$ cat src/rtl/imem_loader.sv
// imem_loader: writer side of the instruction-memory fetch path.
// Receives a framed byte stream (LEN lo, LEN hi, N little-endian words),
// packs the bytes into ISIZE-bit words and writes them to consecutive word
// addresses. The core is held in reset (cpu_hold) until the load completes.
// Optional feature: define LOADER_CHECKSUM_EN to append an XOR checksum byte
// to the frame, checked in the CHK state before declaring the load good.
module imem_loader #(
    parameter int ISIZE  = 32,
    parameter int ADDR_W = 8
) (
    input  logic              clk,
    input  logic              rst,
    input  logic              start,
    input  logic [7:0]        byte_in,
    input  logic              byte_valid,
    output logic              byte_ready,
    output logic              mem_wen,
    output logic [ADDR_W-1:0] mem_waddr,
    output logic [ISIZE-1:0]  mem_wdata,
    output logic              cpu_hold,
    output logic              done,
    output logic              error,
    output logic [ADDR_W:0]   words_loaded
);

    localparam int DEPTH = 2 ** ADDR_W;
    localparam int BPW   = ISIZE / 8;
    localparam int BCW   = (BPW > 1) ? $clog2(BPW) : 1;

    typedef enum logic [2:0] {
        S_IDLE,
        S_LEN0,
        S_LEN1,
        S_DATA,
`ifdef LOADER_CHECKSUM_EN
        S_CHK,
`endif
        S_DONE,
        S_ERR
    } state_t;

    state_t             state_q, state_d;
    logic               byte_ready_q;
    logic               mem_wen_q;
    logic [ADDR_W-1:0]  mem_waddr_q;
    logic [ISIZE-1:0]   mem_wdata_q;
    logic               cpu_hold_q;
    logic               done_q;
    logic               error_q;
    logic [ADDR_W:0]    words_q;
    logic [7:0]         len_lo_q;
    logic [15:0]        len_q;
    logic [ISIZE-1:0]   shift_q;
    logic [BCW-1:0]     byte_cnt_q;
    logic [7:0]         chk_q;

    logic               accept;
    logic               start_take;
    logic [15:0]        len_n;
    logic               word_end;
    logic               last_word;
    logic [ISIZE-1:0]   word_next;

    assign accept     = byte_valid && byte_ready_q;
    assign start_take = start && (state_q == S_IDLE || state_q == S_DONE || state_q == S_ERR);
    assign len_n      = {byte_in, len_lo_q};
    assign word_end   = (byte_cnt_q == BCW'(BPW - 1));
    assign last_word  = (int'(words_q) + 1) == int'(len_q);
    // Newest byte enters at the top, so after BPW bytes the first one sits in [7:0].
    assign word_next  = (shift_q >> 8) | (ISIZE'(byte_in) << (ISIZE - 8));

    // Next-state decode of the load FSM.
    always_comb begin
        // NOTE: default first so every path assigns state_d and no latch is inferred.
        state_d = state_q;
        case (state_q)
            S_IDLE, S_DONE, S_ERR: if (start) state_d = S_LEN0;
            S_LEN0: if (accept) state_d = S_LEN1;
            S_LEN1: begin
                if (accept) begin
                    if (len_n == 16'd0) begin
`ifdef LOADER_CHECKSUM_EN
                        state_d = S_CHK;
`else
                        state_d = S_DONE;
`endif
                    end else if (int'(len_n) > DEPTH) begin
                        state_d = S_ERR;
                    end else begin
                        state_d = S_DATA;
                    end
                end
            end
            S_DATA: begin
                if (accept && word_end && last_word) begin
`ifdef LOADER_CHECKSUM_EN
                    state_d = S_CHK;
`else
                    state_d = S_DONE;
`endif
                end
            end
`ifdef LOADER_CHECKSUM_EN
            S_CHK: if (accept) state_d = (byte_in == chk_q) ? S_DONE : S_ERR;
`endif
            default: state_d = S_IDLE;
        endcase
    end

    // State, datapath and registered outputs.
    always_ff @(posedge clk) begin
        // NOTE: reset is sampled on the clock edge (synchronous); all state uses <=.
        if (!rst) begin
            state_q      <= S_IDLE;
            byte_ready_q <= 1'b0;
            mem_wen_q    <= 1'b0;
            mem_waddr_q  <= '0;
            mem_wdata_q  <= '0;
            cpu_hold_q   <= 1'b1;
            done_q       <= 1'b0;
            error_q      <= 1'b0;
            words_q      <= '0;
            len_lo_q     <= '0;
            len_q        <= '0;
            shift_q      <= '0;
            byte_cnt_q   <= '0;
            chk_q        <= '0;
        end else begin
            state_q      <= state_d;
            byte_ready_q <= (state_d == S_LEN0) || (state_d == S_LEN1) || (state_d == S_DATA)
`ifdef LOADER_CHECKSUM_EN
                            || (state_d == S_CHK)
`endif
                            ;
            mem_wen_q    <= 1'b0;
            // Status follows the state one cycle late, so the last write precedes cpu_hold=0.
            done_q       <= (state_q == S_DONE);
            error_q      <= (state_q == S_ERR);
            cpu_hold_q   <= (state_q != S_DONE);

            if (start_take) begin
                done_q     <= 1'b0;
                error_q    <= 1'b0;
                cpu_hold_q <= 1'b1;
                words_q    <= '0;
                byte_cnt_q <= '0;
                chk_q      <= '0;
            end

            if (accept) begin
                chk_q <= chk_q ^ byte_in;
                case (state_q)
                    S_LEN0: len_lo_q <= byte_in;
                    S_LEN1: len_q    <= len_n;
                    S_DATA: begin
                        shift_q <= word_next;
                        if (word_end) begin
                            byte_cnt_q  <= '0;
                            mem_wen_q   <= 1'b1;
                            mem_waddr_q <= words_q[ADDR_W-1:0];
                            mem_wdata_q <= word_next;
                            words_q     <= words_q + 1'b1;
                        end else begin
                            byte_cnt_q <= byte_cnt_q + 1'b1;
                        end
                    end
                    default: ;
                endcase
            end
        end
    end

    assign byte_ready   = byte_ready_q;
    assign mem_wen      = mem_wen_q;
    assign mem_waddr    = mem_waddr_q;
    assign mem_wdata    = mem_wdata_q;
    assign cpu_hold     = cpu_hold_q;
    assign done         = done_q;
    assign error        = error_q;
    assign words_loaded = words_q;

endmodule
$ cat config.mk
export PLATFORM = sky130hd
export DESIGN_NAME = imem_loader
export DESIGN_NICKNAME = d
export VERILOG_FILES = /design/src/rtl/imem_loader.sv
export SDC_FILE = /design/constraint.sdc
export NUM_CORES = 1
export LEC_CHECK = 0
export CAP_MARGIN = 10
export CORE_AREA = 2 2 104 106
export CTS_BUF_LIST = sky130_fd_sc_hd__clkbuf_8
export DETAILED_ROUTE_END_ITERATION = 8
export DIE_AREA = 0 0 106 108
export PLACE_DENSITY = 0.68
export SLEW_MARGIN = 20
export SYNTH_ARGS = -nofsm -noshare
export SYNTH_HDL_FRONTEND = slang
export SYNTH_SLANG_ARGS = --single-unit
$ cat constraint.sdc
create_clock -name clk -period 2.4 [get_ports clk]
set_input_delay 0.48 -clock clk [delete_from_list [all_inputs] [get_ports clk]]
set_output_delay 0.48 -clock clk [all_outputs]
set_load 0.1 [all_outputs]
# == Word-level counts from Yosys, hierarchy flattened ==
# Index checks and enable logic that the tools add are counted.
# totals
reg_bits,115
out_inout_bits,54
word_cells,63
# classes
n_addsub,3
magnitude_cmp,1
n_eq_ne,11
mux,16
bitwise_logic,2
reduce_logical,17
# ops
operator,count
9-bit two-way mux,4
24-bit by 32-bit OR with 32-bit output,1
3-bit two-way mux,6
10-bit by 16-bit == test with 1-bit output,1
16-bit by 9-bit greater-than comparator with 1-bit output (second input constant),1
16-bit logical NOT,1
3-bit by 2-bit == test with 1-bit output (second input constant),4
3-bit one-hot mux with 4 select lines,1
9-bit by 1-bit adder with 10-bit output (second input constant),1
9-bit by 1-bit adder with 9-bit output (second input constant),1
2-bit two-way mux,4
3-bit by 1-bit == test with 1-bit output (second input constant),2
3-bit == test (second input constant),2
2-bit AND reduction,3
3-bit AND reduction,2
1-bit logical AND,4
1-bit logical OR,4
3-bit logical NOT,1
3-bit != test (second input constant),1
3-bit OR reduction,1
2-bit by 1-bit adder with 2-bit output (second input constant),1
2-bit == test (second input constant),1
2-bit OR reduction,1
1-bit two-way mux,1
1-bit inverter,1

# == Logic depth before layout (Yosys ltp) ==
# depth
word_depth,8
depth_mapped,8
mapped_depth_nobuf,7

# == Least setup slack after synthesis ==
# No wires, ideal clock.
# synth_timing
kind,flip-flop to flip-flop
from,reg words_q[1] (netlist: words_loaded[1])
to,reg byte_ready_q (netlist: byte_ready)
setup_ns,0.123
t_arrival_ns,2.502
setup_slack_ns,-0.225
path_stages_with_launch,9
n_path_buf,1
period_less_slack_ns,2.625
path_cell_list,dfxtp_1 > ha_1 > bufbuf_16 > nand2_1 > o41a_1 > o211a_1 > a211oi_2 > o2111a_2 > o22ai_1
# synth_between
elab_chain_len,8
word_cells_on_any_way,10
cone_classes,add/sub: 1; eq/ne: 4; mux: 2; reduce/logical: 3
# synth_lines
item,line_no,text
start: declaration,50,logic [ADDR_W:0] words_q;
start signal: assignment,162,words_q <= words_q + 1'b1;
9-bit by 1-bit adder with 10-bit output *,68,assign last_word = (int'(words_q) + 1) == int'(len_q);
10-bit by 16-bit == test with 1-bit output *,68,
1-bit logical AND *,95,if (accept && word_end && last_word) begin
3-bit two-way mux *,95,
3-bit one-hot mux with 4 select lines *,76,case (state_q)
3-bit by 1-bit == test with 1-bit output or 3-bit by 2-bit == test with 1-bit output (tied branches),130,byte_ready_q <= (state_d == S_LEN0) || (state_d == S_LEN1) || (state_d == S_DATA)
1-bit logical OR,130,
1-bit logical OR *,130,
end signal: assignment,130,
end: declaration,43,logic byte_ready_q;
# Mark *: on every way between the ends. The rest lies on a longest branch, timed or not.
# A chain may end at the register's enable or synchronous reset.

# == Final worst setup path ==
# layout_timing
from,reg words_q[0] (netlist: words_loaded[0])
to,reg state_q[0]
# layout_between
elab_chain_len,5
# layout_lines
item,line_no,text
9-bit by 1-bit adder with 10-bit output,68,
10-bit by 16-bit == test with 1-bit output,68,
1-bit logical AND,95,
3-bit two-way mux,95,
3-bit one-hot mux with 4 select lines,76,
end signal: assignment,129,state_q <= state_d;
end: declaration,42,"state_t state_q, state_d;"
# Every way passes these cells.

==> summary.md <==
Worst setup path
• words_loaded[0] — worst setup path startpoint
• flop — type of destination of the critical path
• reg -> reg — category of the most critical setup path
• 2660 ps — required time at the endpoint of the critical path
• flop — kind of start point of the critical path
• 2320 ps — data arrival time of the critical path
• 9 — highest net fanout along the worst path
• words_loaded[0] — r2r startpoint

Logic synthesis
• 4600 sq um — post-synth design cell area
• 8.44 sq um — Mapped Avg Cell Area
• 0 — EDFF count, synth
• sky130_fd_sc_hd__dfxtp_1 — commonest register cell after synthesis
• sky130_fd_sc_hd__dfxtp_1 47%, sky130_fd_sc_hd__nand2_1 15%, sky130_fd_sc_hd__a21boi_0 14%, sky130_fd_sc_hd__nor2b_1 2.6%, sky130_fd_sc_hd__mux2i_1 1.7% — largest cells by area after synthesis
• 107 — #FFs+latches synth
• 0 — number of warning messages in the yosys log
• 0.466 — fraction of post-synthesis cell area in the top cell type by area
• 0.466 — sequential share of the synthesized area
• sky130_fd_sc_hd__nand2_1 — most frequent cell after synthesis
• 545 — Cells after Synth
• 0 — share of flip-flops with an asynchronous set or reset after synthesis
• sky130_fd_sc_hd__dfxtp_1 — biggest area consumer among synthesized cells
• 559 — number of nets produced by synthesis
• 48 — number of unique standard cell types used by synthesis
• 179 x sky130_fd_sc_hd__nand2_1, 107 x sky130_fd_sc_hd__dfxtp_1, 83 x sky130_fd_sc_hd__a21boi_0, 19 x sky130_fd_sc_hd__clkbuf_1, 19 x sky130_fd_sc_hd__nor2b_1 — commonest cells in the synthesized netlist

Global routing
• 0.293 — met2 global-route usage
• 0 — initial antenna violation count
• met2 — global routing's busiest layer
• 0.0247 — global routing usage on met3
• 80 — largest net degree at the start of global routing
• 0.190 — GRT Resource Usage Total
• 3525 — vias in the first global route
• 17.2 mm — wire length of the first global-routing pass
• 0.264 — Global Route met1 Usage
• 0 — residual overflow from global routing

Pwr
• 1.99 nW — P_leak
• 565 nW/um^2 — power density over the cells
• 0.263 mV — maximum vdd drop

Timing
• 0 — number of pins with negative max-slew slack in the final report
• 7.76 ps — worst clock skew on the final layout
• 0.685 — worst-case headroom to the max-slew limit
• 0 ps — final total negative setup slack
• 466 ps — Final Hold Slack
• 486 MHz — upper clock frequency limit
• 0 — count of final setup violators
• 0.858 — part of the cycle the worst path needs
• 472 ps — transition time at the pin with the least slew margin
• 0 — number of hold violations in the final report
• false — RSZ-0062 raised after global routing
• 2060 ps — minimum period implied by the final worst setup slack

Drt
• 0 — remaining routing DRC violations
• 227 — First DRT Iteration DRCs
• 3814 — count of vias placed by the detailed router
• 10.5 mm — total detailed-routing wirelength
• 14.0 um — detailed-route wire length per cell
• 4 — first-pass iteration count of the detailed router
• 5.11 — via density per instance
• 0 — number of nets with antenna violations after routing

Clocking
• 2 — clock buffer depth
• 107 — clk sink count
• 100 ps — Worst-path clk slew
• 9 — CTS Buf Count
• 0 — post-CTS sizing
• 3 — # H-tree levels
• 0 — Post-CTS Setup Repair Bufs
• 380 ps — clk_lat worst skew
• 0 — CTS hold repair buffers
• sky130_fd_sc_hd__clkbuf_8 — CTS Root Cell
• built — clock tree from TritonCTS

Floorplanning
• 10200 sq um — core area
• 66 — number of top-level design ports
• 108 um — vertical die dimension
• 37 — number of rows created at floorplan
• 0.450 — starting utilization of the core area
• 106 um — die width
• 11400 sq um — Die ar.

Placed design
• 731 — count of placed standard cells including taps
• 5280 sq um — Placed Instance Area
• 65 — number of buffers inserted by port buffering
• 0.849 — RePlAce Congestion
• 7.24 mm — DP Wirelength

Min path
• mem_wdata[1] — min-delay src
• reg -> reg — type of the most critical hold path

Run
• 0 — maxcap violations

Cells and area
• 5480 sq um — area of all placed cells without fillers
• 0.177 — layout cells sized above 1
• 620 — fin nets
• 747 — filler-free cell count of the finished design
• 19.1% — area added between synthesis and finish
• 0 — Antenna Cells

Outcome
• finished, final reports clean — status

## worst max-delay path, stage by stage (launching register included)
cell,delay [ps]
sky130_fd_sc_hd__dfxtp_2,450
sky130_fd_sc_hd__ha_1,350
sky130_fd_sc_hd__nand2_1,120
sky130_fd_sc_hd__o41a_1,370
sky130_fd_sc_hd__o211a_1,120
sky130_fd_sc_hd__a211oi_2,170
sky130_fd_sc_hd__o2111a_2,270
sky130_fd_sc_hd__o21ai_0,90
## state kept, by name, indices dropped and copies added, names as in the netlist
signal	cells
mem_wdata	32
error	1
mem_waddr	8
cpu_hold	1
mem_wen	1
byte_cnt_q	2
state_q	3
words_loaded	9
len_q	16
shift_q	24
done	1
len_lo_q	8
byte_ready	1
## final timing paths
kind | endpoint | slack (ps) | cells past startpoint
worst max-delay path | state_q[0] | 340 | 7
worst min-delay path | mem_wdata[1] | 470 | 2
worst max register to register | state_q[0] | 340 | 7
worst min register to register | mem_wdata[1] | 470 | 2
## power by group
group,total [mW],internal [mW],switching (mW)
Clock,1.14,0.492,0.645
Combinational,0.166,0.0740,0.0917
Sequential,1.80,1.78,0.0114
## layout make-up
type / instances / area (sq um)
Fill cell: 978 / 4750
Clock inverter: 7 / 76.3
Clock buffer: 9 / 124
Inverter: 5 / 18.8
Timing Repair Buffer: 87 / 713
Multi-Input combinational cell: 396 / 2230
Tap cell: 136 / 170
Sequential cell: 107 / 2150
## routing by layer
metal | wire (um) | share of wire
met5 | 0 | 0
met4 | 213 | 0.020
met3 | 476 | 0.046
met2 | 4660 | 0.45
met1 | 5100 | 0.49
## stage by stage
| step | utilization | setup slack, ps | total power [mW] |
|---|---|---|---|
| 4_1_cts | 0.536 | 354 | 3.13 |
| 3_3_place_gp | 0.516 | 135 | 2.00 |
| 3_5_place_dp | 0.516 | 99.4 | 2.00 |
| 5_1_grt | 0.536 | 201 | 3.22 |
| 6_report | 0.536 | 342 | 3.10 |
| 2_1_floorplan | - | 25.6 | 1.93 |
## cells by family after synthesis
kind of cell             count (synthesis)  synth area share
AND/OR/NAND/NOR                        253             0.248
AO/OA/AOI/OAI                          123             0.194
flip-flops                             107             0.466
buffers and inverters                   42            0.0503
XOR/XNOR                                10            0.0190
multiplexers                             8            0.0174
adder cells (fa/ha/maj)                  2           0.00544
## cells in the final DEF (no fill, tap or decap), types with 2 or more instances in the layout
cell type and instances:
sky130_fd_sc_hd__xor2_1 4, sky130_fd_sc_hd__o311ai_0 2, sky130_fd_sc_hd__inv_1 6, sky130_fd_sc_hd__nand2b_1 2
sky130_fd_sc_hd__nor3_1 4, sky130_fd_sc_hd__clkinv_4 2, sky130_fd_sc_hd__buf_4 73, sky130_fd_sc_hd__ha_1 2
sky130_fd_sc_hd__nand3_1 8, sky130_fd_sc_hd__xnor2_1 6, sky130_fd_sc_hd__nor2b_1 19, sky130_fd_sc_hd__and3b_1 2
sky130_fd_sc_hd__a21boi_0 83, sky130_fd_sc_hd__dfxtp_2 6, sky130_fd_sc_hd__o22ai_1 2, sky130_fd_sc_hd__nor4_1 7
sky130_fd_sc_hd__nand3_2 2, sky130_fd_sc_hd__dfxtp_1 101, sky130_fd_sc_hd__clkdlybuf4s50_1 10, sky130_fd_sc_hd__o21ai_0 14
sky130_fd_sc_hd__o211ai_1 2, sky130_fd_sc_hd__mux2i_1 8, sky130_fd_sc_hd__nor3b_1 2, sky130_fd_sc_hd__buf_12 3
sky130_fd_sc_hd__a31oi_1 2, sky130_fd_sc_hd__and2_1 5, sky130_fd_sc_hd__nor2_1 11, sky130_fd_sc_hd__and3_1 3
sky130_fd_sc_hd__clkbuf_8 9, sky130_fd_sc_hd__nand2_1 179, sky130_fd_sc_hd__nand3b_1 3, sky130_fd_sc_hd__a21oi_1 8
No activity file was read; power rests on OpenSTA's default activity.
